### config.mk
export PLATFORM = sky130hd
export DESIGN_NAME = time_counter
export DESIGN_NICKNAME = d
export VERILOG_FILES = /design/src/rtl/stopwatch_pkg.sv /design/src/rtl/bcd_digit.sv /design/src/rtl/time_counter.sv
export SDC_FILE = /design/constraint.sdc
export NUM_CORES = 1
export LEC_CHECK = 0
export ABC_AREA = 0
export CORE_UTILIZATION = 50
export CTS_CLUSTER_DIAMETER = 150
export CTS_CLUSTER_SIZE = 24
export DETAILED_ROUTE_END_ITERATION = 7
export DONT_BUFFER_PORTS = 1
export SLEW_MARGIN = 10
export SYNTH_ARGS = -nofsm -noshare
export SYNTH_HDL_FRONTEND = slang
export SYNTH_SLANG_ARGS = --single-unit
### constraint.sdc
create_clock -name clk -period 5.8 [get_ports clk]
set_input_delay 0 -clock clk [delete_from_list [all_inputs] [get_ports clk]]
set_output_delay 0 -clock clk [all_outputs]
set_load 0.02 [all_outputs]
### src/rtl/stopwatch_pkg.sv
// Shared types and digit limits for the MM:SS BCD stopwatch register.
// Imported by the counter top and its per-digit step logic.
package stopwatch_pkg;

  typedef enum logic [1:0] {
    IDLE = 2'd0,
    RUN  = 2'd1,
    DONE = 2'd2
  } state_e;

  typedef logic [3:0] bcd_t;

  localparam bcd_t SEC_UNITS_MAX = 4'd9;
  localparam bcd_t SEC_TENS_MAX  = 4'd5;
  localparam bcd_t MIN_UNITS_MAX = 4'd9;

endpackage

### src/rtl/bcd_digit.sv
// One BCD digit's combinational up/down step with carry/borrow out.
// Out-of-range digits clamp to LIMIT rather than flagging an error.
module bcd_digit
  import stopwatch_pkg::*;
#(
  parameter bcd_t LIMIT = 4'd9
) (
  input  logic en,
  input  logic up,
  input  bcd_t cur,
  output bcd_t nxt,
  output logic co
);

  always_comb begin
    nxt = cur;
    co  = 1'b0;
    if (en) begin
      if (up) begin
        if (cur >= LIMIT) begin
          nxt = 4'd0;
          co  = 1'b1;
        end else begin
          nxt = cur + 4'd1;
        end
      end else begin
        if (cur == 4'd0) begin
          nxt = LIMIT;
          co  = 1'b1;
        end else if (cur > LIMIT) begin
          nxt = LIMIT;
        end else begin
          nxt = cur - 4'd1;
        end
      end
    end
  end

endmodule

### src/rtl/time_counter.sv
// Four-digit BCD MM:SS counter with per-bit load merge and run/stop FSM.
// Loader set/reset vectors override counting in the same cycle.
module time_counter
  import stopwatch_pkg::*;
#(
  parameter int unsigned MIN_TENS_MAX = 5
) (
  input  logic        clk,
  input  logic        rst_n,
  input  logic        tick,
  input  logic        start,
  input  logic        stop,
  input  logic        up_down,
  input  logic [16:1] set,
  input  logic [16:1] reset,
  output logic [16:1] count,
  output logic        running,
  output logic        zero,
  output logic        wrap
);

  localparam bcd_t MIN_TENS_LIM = 4'(MIN_TENS_MAX);

  state_e      state_q, state_d;
  logic [16:1] count_q, count_d;
  logic        wrap_q, wrap_d;
  logic [16:1] step_nxt;
  logic [4:0]  cy;
  logic        load;
  logic        is_zero;
  logic        do_cnt;
  logic        go;

  assign cy[0] = 1'b1;

  bcd_digit #(.LIMIT(SEC_UNITS_MAX)) u_su (
    .en (cy[0]),
    .up (up_down),
    .cur(count_q[4:1]),
    .nxt(step_nxt[4:1]),
    .co (cy[1])
  );

  bcd_digit #(.LIMIT(SEC_TENS_MAX)) u_st (
    .en (cy[1]),
    .up (up_down),
    .cur(count_q[8:5]),
    .nxt(step_nxt[8:5]),
    .co (cy[2])
  );

  bcd_digit #(.LIMIT(MIN_UNITS_MAX)) u_mu (
    .en (cy[2]),
    .up (up_down),
    .cur(count_q[12:9]),
    .nxt(step_nxt[12:9]),
    .co (cy[3])
  );

  bcd_digit #(.LIMIT(MIN_TENS_LIM)) u_mt (
    .en (cy[3]),
    .up (up_down),
    .cur(count_q[16:13]),
    .nxt(step_nxt[16:13]),
    .co (cy[4])
  );

  assign load    = |(set | reset);
  assign is_zero = (count_q == 16'd0);
  assign do_cnt  = (state_q == RUN) && tick && !load;
  assign go      = start && !stop;

  always_comb begin
    count_d = count_q;
    wrap_d  = 1'b0;
    if (load) begin
      count_d = (count_q | set) & ~reset;
    end else if (do_cnt) begin
      // A down tick at 00:00 must not borrow round to the max value.
      if (up_down || !is_zero) begin
        count_d = step_nxt;
      end
      wrap_d = up_down && cy[4];
    end
  end

  always_comb begin
    state_d = state_q;
    unique case (state_q)
      IDLE: begin
        if (go) state_d = RUN;
      end
      RUN: begin
        if (stop) begin
          state_d = IDLE;
        end else if (do_cnt && !up_down &&
                     (is_zero || step_nxt == 16'd0)) begin
          state_d = DONE;
        end
      end
      DONE: begin
        if (go && !is_zero) state_d = RUN;
      end
      default: state_d = IDLE;
    endcase
  end

  always_ff @(posedge clk or negedge rst_n) begin
    if (!rst_n) begin
      state_q <= IDLE;
      count_q <= 16'd0;
      wrap_q  <= 1'b0;
    end else begin
      state_q <= state_d;
      count_q <= count_d;
      wrap_q  <= wrap_d;
    end
  end

  assign count   = count_q;
  assign running = (state_q == RUN);
  assign zero    = is_zero;
  assign wrap    = wrap_q;

endmodule
### Yosys cells after proc, flatten, opt, wreduce, memory -nomap -nowiden

Index checks and enable logic that the tools add are counted.

| word-level totals | value |
|---|---|
| memories | 0 |
| bits in read-only memories | 0 |
| register bits after elaboration | 19 |
| bits in latches | 0 |
| output and inout port bits | 19 |
| RAM bits | 0 |

| operators by class | value |
|---|---|
| mux-type cells | 44 |
| div/mod/pow operators | 0 |
| bitwise gates (word level) | 4 |
| $mul | 0 |
| shift operators | 0 |
| magnitude comparators | 8 |
| add/subtract/negate cells | 8 |
| reductions and logical operators | 25 |
| equality and inequality tests | 5 |

Operator list:

| kind | count |
|---|---|
| $mux W4 | 19 |
| $mux W16 | 3 |
| $logic_not A16 Y1 | 2 |
| $or A16 B16 Y16 | 2 |
| $mux W1 | 17 |
| $add A4 B1 Y4 const B | 4 |
| $and A16 B16 Y16 | 1 |
| $logic_not A4 Y1 | 4 |
| $not A16 Y16 | 1 |
| $reduce_or A16 Y1 | 1 |
| $sub A4 B1 Y4 const B | 4 |
| $ge A4 B3 Y1 const B | 2 |
| $ge A4 B4 Y1 const B | 2 |
| $gt A4 B3 Y1 const B | 2 |
| $gt A4 B4 Y1 const B | 2 |
| $mux W2 | 4 |
| $logic_and A1 B1 Y1 | 7 |
| $pmux W2 S3 | 1 |
| $logic_not A1 Y1 | 4 |
| $ne A2 B2 Y1 const B | 2 |
| $reduce_bool A2 Y1 | 2 |
| $ne A3 B2 Y1 const B | 1 |
| $reduce_and A3 Y1 | 1 |
| $eq A2 B1 Y1 const B | 1 |
| 4 further kinds | 5 |

### Logic depth before layout (Yosys ltp)

| depth | value |
|---|---|
| depth after elaboration | 12 |
| gate-level depth with buffers | 12 |
| depth with buffers taken out | 9 |

### Cells and area by module

From an unflattened synthesis, not the netlist that was laid out.

| unflattened totals | value |
|---|---|
| cell total of the unflattened synthesis | 276 |
| area, all modules | 2,220.9 µm² |

By module, submodules not included:

| module | area each (µm²) | cells an instance | times used | seq. area each (µm²) |
|---|---|---|---|---|
| time_counter | 1,077.3 | 112 | 1 | 475.5 |
| bcd_digit at u_mu ... | 314.1 | 44 | 2 | 0.0 |
| bcd_digit at u_mt ... | 257.7 | 38 | 2 | 0.0 |

### Least setup slack after synthesis

OpenSTA, ideal clock, no wires.

| timing | value |
|---|---|
| kind | register to register |
| start point | register count_q (netlist bit count[1]) |
| end point | register state_q[0] |
| setup time | 120 ps |
| arrival time | 2,595 ps |
| cell stages (with the launch flop) | 11 |
| clock period less this slack | 2,715 ps |
| setup slack | 3,085 ps |
| path through | dfrtp_1 -> clkbuf_1 -> inv_1 -> ha_1 -> nor3b_1 -> o21ai_2 -> o21ai_2 -> mux2_4 -> a211oi_1 -> nand4_1 -> a31o_1 |

| on the way | value |
|---|---|
| cells in the longest elaborated chain, start to end | 11 |
| elaborated cells between the ends (all ways) | 26 |
| those cells by class | add/sub: 2; order compare: 2; eq/ne: 2; mux: 12; reduce/logical: 8 |

Ends and longest elaborated chain:

| what | line | source |
|---|---|---|
| start: declaration | time_counter.sv:25 | `logic [16:1] count_q, count_d;` |
| start signal: assignment | time_counter.sv:115 | `count_q <= count_d;` |
| $ge A4 B4 Y1 or $logic_not A4 Y1 (tied branches) | bcd_digit.sv:20, bcd_digit.sv:27 |  |
| $mux W1 (on tied branches) | bcd_digit.sv:20, bcd_digit.sv:27 |  |
| $mux W1 | bcd_digit.sv:19 | `if (up) begin` |
| $mux W1 (2 in series) | bcd_digit.sv:18 | `if (en) begin` |
| $mux W4 | bcd_digit.sv:18 |  |
| $logic_not A16 Y1 | time_counter.sv:97 | `(is_zero \|\| step_nxt == 16'd0)) begin` |
| $logic_or A1 B1 Y1 | time_counter.sv:97 |  |
| $logic_and A1 B1 Y1 | time_counter.sv:96 | `end else if (do_cnt && !up_down &&` |
| $ne A3 B2 Y1 (no source line) | -- |  |
| $reduce_and A3 Y1 (no source line) * | -- |  |
| end signal: assignment | time_counter.sv:114 | `state_q <= state_d;` |
| end: declaration | time_counter.sv:24 | `state_e state_q, state_d;` |

Mark *: on every way between the ends. The rest lies on a longest branch, timed or not.
A chain may end at the register's enable or synchronous reset.

### Final worst setup path

| timing | value |
|---|---|
| start point | register count_q (netlist bit count[1]) |
| end point | register count_q (netlist bit count[2]) |

| on the way | value |
|---|---|
| elaborated cells between the ends (all ways) | 17 |
| those cells by class | add/sub: 2; order compare: 2; mux: 7; reduce/logical: 6 |

RTL lines:

| what | line | source |
|---|---|---|
| $logic_not A16 Y1 | time_counter.sv:69 | `assign is_zero = (count_q == 16'd0);` |
| net zero | time_counter.sv:18 | `output logic zero,` |
| $logic_not A1 Y1 | time_counter.sv:80 | `if (up_down \|\| !is_zero) begin` |
| $logic_or A1 B1 Y1 | time_counter.sv:80 |  |
| $reduce_bool A2 Y1 (no source line) | -- |  |
| $reduce_and A2 Y1 (no source line) | -- |  |

The timed path passes the listed nets, and every way through them passes these cells. The select of a mux whose other input is x is not followed.

==> flow_results.org <==
** Pwr
- Power Dens Cells :: 168 nW/um2
- Max IR drop VDD :: 0.0935 mV
- Static leakage power :: 0.952 nW
- The completed layout was analyzed and its total power is 0.410 mW.

** Layout
- Post-layout nets :: 346
- 0 antenna diodes ended up in the layout.
- Of the cells placed in the final design, the portion with a size suffix greater than 1 is 6.16%.
- Commonest cells after routing, fill and taps aside :: 28 x sky130_fd_sc_hd__nor2_1, 24 x sky130_fd_sc_hd__nand2_1, 22 x sky130_fd_sc_hd__dlygate4sd3_1, 19 x sky130_fd_sc_hd__dfrtp_1, 16 x sky130_fd_sc_hd__inv_1
- Count of filler cells inserted in the layout :: 390
- Most frequent standard cell in the layout excluding fill and tap cells :: sky130_fd_sc_hd__nor2_1
- Once layout is complete, the cells apart from fillers number 342.
- Area growth from synthesis to layout :: 11.2%
- After routing the design area is 2430 um2.

** Synth
- Average size of a mapped cell :: 7.79 um2
- Number of synthesized register bits :: 19
- Leading register cell type out of synthesis :: sky130_fd_sc_hd__dfrtp_1
- After technology mapping, the gate count stands at 281.
- In this run the cell area of the synthesized design comes to 2190 um2.
- Of all flip-flops after synthesis, the portion carrying an async set or reset was 100%.
- During synthesis, Yosys emitted a total of 0 warnings.
- Fraction of the yosys area taken by sequential cells :: 21.7%
- The number of nets handed over by synthesis was 334.
- Number of synthesized flops with an enable pin :: 0
- Counting distinct cell types in the post-synthesis netlist gives 58.

** Placement
- Detailed placement ended at an HPWL of 4390 um.
- Area of placed instances :: 2170 um2
- Routability-driven placement finished with a final weighted congestion of 0.795.
- Including well taps, the total number of placed cells is 316.
- In this run the tool buffered the top-level ports with 0 buffer cells.

** Die
- From bottom edge to top edge, the die measures 68.2 um.
- Starting Density :: 53.2%
- Die Width :: 68.2 um
- The region available for standard cell placement spans 4120 um2.
- The die covers 4650 um2.
- Number of primary I/O pins :: 57
- Standard-cell row count :: 23

** Outcome
- The checks that failed: hold timing.
- Outcome :: complete, but fails checks

** Timing
- Setup TNS :: 0 ns
- Setup repair after global routing left no endpoint under its margin.
- Fmax achieved :: 0.281 GHz
- Final Hold Vio Count :: 1
- The worst pin sits at a relative slew slack of 34.6%.
- Maximum clock skew at final layout :: 0.00486 ns
- Share of the clock period used by the worst path :: 61.3%
- Setup violations remaining at the end of the flow were counted as 0.
- The tightest hold path in the finished design has a slack of -0.00146 ns.
- The total count of max-transition violations in the final report is 0.
- For the finished layout, the period the worst path requires is 3.56 ns.
- Worst Tran Pin Value :: 0.978 ns

** Routing
- Per-cell routed wire length :: 17.8 um
- Remaining antenna violation count :: 0
- Total via count in the routed design :: 2,232
- Detailed-routing iteration count for the pre-antenna-repair pass :: 4
- The first routing iteration left 143 violations.
- After detailed routing, the number of remaining DRC violations is 0.
- The routed design has 6090 um of wire.
- Ratio of routed vias to standard cells :: 6.53

** Min path
- Cell count of the worst hold path :: 2
- Hold crit path type :: in -> reg

** Clock tree
- Cell chosen for the clock root :: sky130_fd_sc_hd__clkbuf_8
- The tree built by TritonCTS fans out to 19 sinks.
- Count of hold buffers inserted by post-cts repair :: 22
- Maximum clock path buffer count :: 2
- Gates resized during post-CTS repair numbered 0.
- Clk pin slew, worst setup/hold paths :: 0.08 ns
- Buffers inserted during clock tree synthesis total 3.
- TritonCTS clock tree :: done
- H-tree depth reported by CTS :: 1
- The clock reaches the later pin of the worst-skew pair after 0.27 ns.
- Total setup buffers inserted after CTS :: 0

** Worst setup path
- Type of the worst setup path :: reg -> reg
- Measured in cells, the most critical reg-to-reg path has a length of 9.
- Kind of launch point of the worst setup path :: flip-flop
- For the worst setup path, the data arrival time is 3.76 ns.
- Peak fanout along the critical path :: 12
- Slack of the worst reg-to-reg path :: 2.24 ns
- Required arrival time at the worst endpoint :: 6.01 ns
- The worst setup path is captured at a flip-flop.

** Job
- The tool flagged a number of max-cap violations equal to 0.

** Global route
- Pin count of the biggest net entering global routing :: 35
- Antenna violations before repair :: 0
- The first global-routing pass estimated 9820 um of wire.
- The total overflow left after global routing is 0.
- In the global route stage, overall resource usage came out at 28.2%.
- Number of global-route vias before repair :: 2,186
==> cell usage after synthesis, types with 2 or more instances <==
| master | n | share of area, % |
|---|---|---|
| sky130_fd_sc_hd__clkbuf_8 | 2 | 1.3 |
| sky130_fd_sc_hd__a21oi_1 | 10 | 2.3 |
| sky130_fd_sc_hd__nor3b_1 | 5 | 1.7 |
| sky130_fd_sc_hd__buf_4 | 2 | 0.69 |
| sky130_fd_sc_hd__o21a_1 | 9 | 3.1 |
| sky130_fd_sc_hd__nand2b_1 | 12 | 3.4 |
| sky130_fd_sc_hd__nand4_1 | 4 | 1.1 |
| sky130_fd_sc_hd__nand3_1 | 3 | 0.69 |
| sky130_fd_sc_hd__and4_1 | 2 | 0.80 |
| sky130_fd_sc_hd__o22ai_1 | 9 | 2.6 |
| sky130_fd_sc_hd__o21ai_2 | 2 | 0.80 |
| sky130_fd_sc_hd__or4_1 | 4 | 1.4 |
| sky130_fd_sc_hd__nor3_1 | 12 | 2.7 |
| sky130_fd_sc_hd__dfrtp_1 | 19 | 22 |
| sky130_fd_sc_hd__a311oi_1 | 2 | 0.80 |
| sky130_fd_sc_hd__a31oi_1 | 2 | 0.57 |
| sky130_fd_sc_hd__mux2i_1 | 4 | 1.8 |
| sky130_fd_sc_hd__a21o_1 | 3 | 1.0 |
| sky130_fd_sc_hd__ha_1 | 15 | 8.6 |
| sky130_fd_sc_hd__inv_1 | 16 | 2.7 |
| sky130_fd_sc_hd__and3_1 | 3 | 0.86 |
| sky130_fd_sc_hd__o21ai_0 | 15 | 3.4 |
| sky130_fd_sc_hd__o2bb2ai_1 | 2 | 0.80 |
| sky130_fd_sc_hd__a211oi_1 | 11 | 3.8 |
| sky130_fd_sc_hd__clkbuf_1 | 10 | 1.7 |
| sky130_fd_sc_hd__nand2_1 | 24 | 4.1 |
| sky130_fd_sc_hd__nor2b_1 | 4 | 1.1 |
| sky130_fd_sc_hd__and2_1 | 2 | 0.57 |
| sky130_fd_sc_hd__nor4_1 | 12 | 3.4 |
| sky130_fd_sc_hd__o32ai_1 | 2 | 0.80 |
| sky130_fd_sc_hd__nor2_1 | 28 | 4.8 |
| sky130_fd_sc_hd__a221oi_1 | 5 | 2.0 |
==> per-stage QoR <==
| stage | utilization, % | setup WS [ns] |
|---|---|---|
| after floorplan | - | 3.09 |
| after global placement | 52.7 | 2.70 |
| after detailed placement | 52.7 | 2.78 |
| after CTS | 59.2 | 2.30 |
| after global routing | 59.2 | 2.02 |
| final | 59.2 | 2.24 |
==> critical path: stages, from the launching register on <==
cell	delay, ns
sky130_fd_sc_hd__dfrtp_1	0.56
sky130_fd_sc_hd__inv_1	0.15
sky130_fd_sc_hd__ha_1	0.31
sky130_fd_sc_hd__nor3b_1	0.44
sky130_fd_sc_hd__and4_1	0.51
sky130_fd_sc_hd__nand2_1	0.17
sky130_fd_sc_hd__nand3_1	0.44
sky130_fd_sc_hd__a311oi_1	0.11
sky130_fd_sc_hd__a211oi_1	0.23
sky130_fd_sc_hd__dlygate4sd3_1	0.58
==> logic make-up (layout without fill, tap and decap cells) <==
logic type	Yosys count	after routing	share of synthesized area [%]
simple gates	121	121	29.3
compound gates	87	87	29.2
buf+inv	32	43	7.14
flops	19	19	21.7
fa+ha+maj	15	15	8.57
mux	7	7	4.06
==> state kept, by name, summed over array words and instances (netlist names) <==
name / count
state_q: 2
count: 16
wrap: 1
==> report_power, final <==
part / switching (mW) / leakage (nW) / internal [mW]
sequential: 0.0320 / 0.239 / 0.141
combinational: 0.0704 / 0.690 / 0.0651
clock: 0.0526 / 0.0228 / 0.0491
==> cell type report <==
type	count	area [um2]	share of cell area (%)
multi-input combinational	230	1560	64.2
sequential	19	475	19.5
timing repair buffer	23	228	9.35
tap	50	62.6	2.57
inverter	16	60.1	2.47
clock buffer	4	45.0	1.85
==> metal layers <==
layer / part of all wire, % / wire length [um] / track usage, % / up-vias
met5: 0 / 0 / 0 / -
met4: 1.2 / 72 / 6.77 / 0
met3: 6.9 / 420 / 3.50 / 7
met2: 46 / 2770 / 47.4 / 84
met1: 46 / 2820 / 37.8 / 1061
li1: - / - / - / 1080
==> final timing paths <==
kind / startpoint / end
min: set[10] / count[10]
max reg2reg: count[1] / count[2]
max in group asynchronous: rst_n / count[5]
min in group asynchronous: rst_n / state_q[0]
max: count[1] / count[2]
min reg2reg: state_q[1] / state_q[1]
Power figures use the tool's default switching activity.
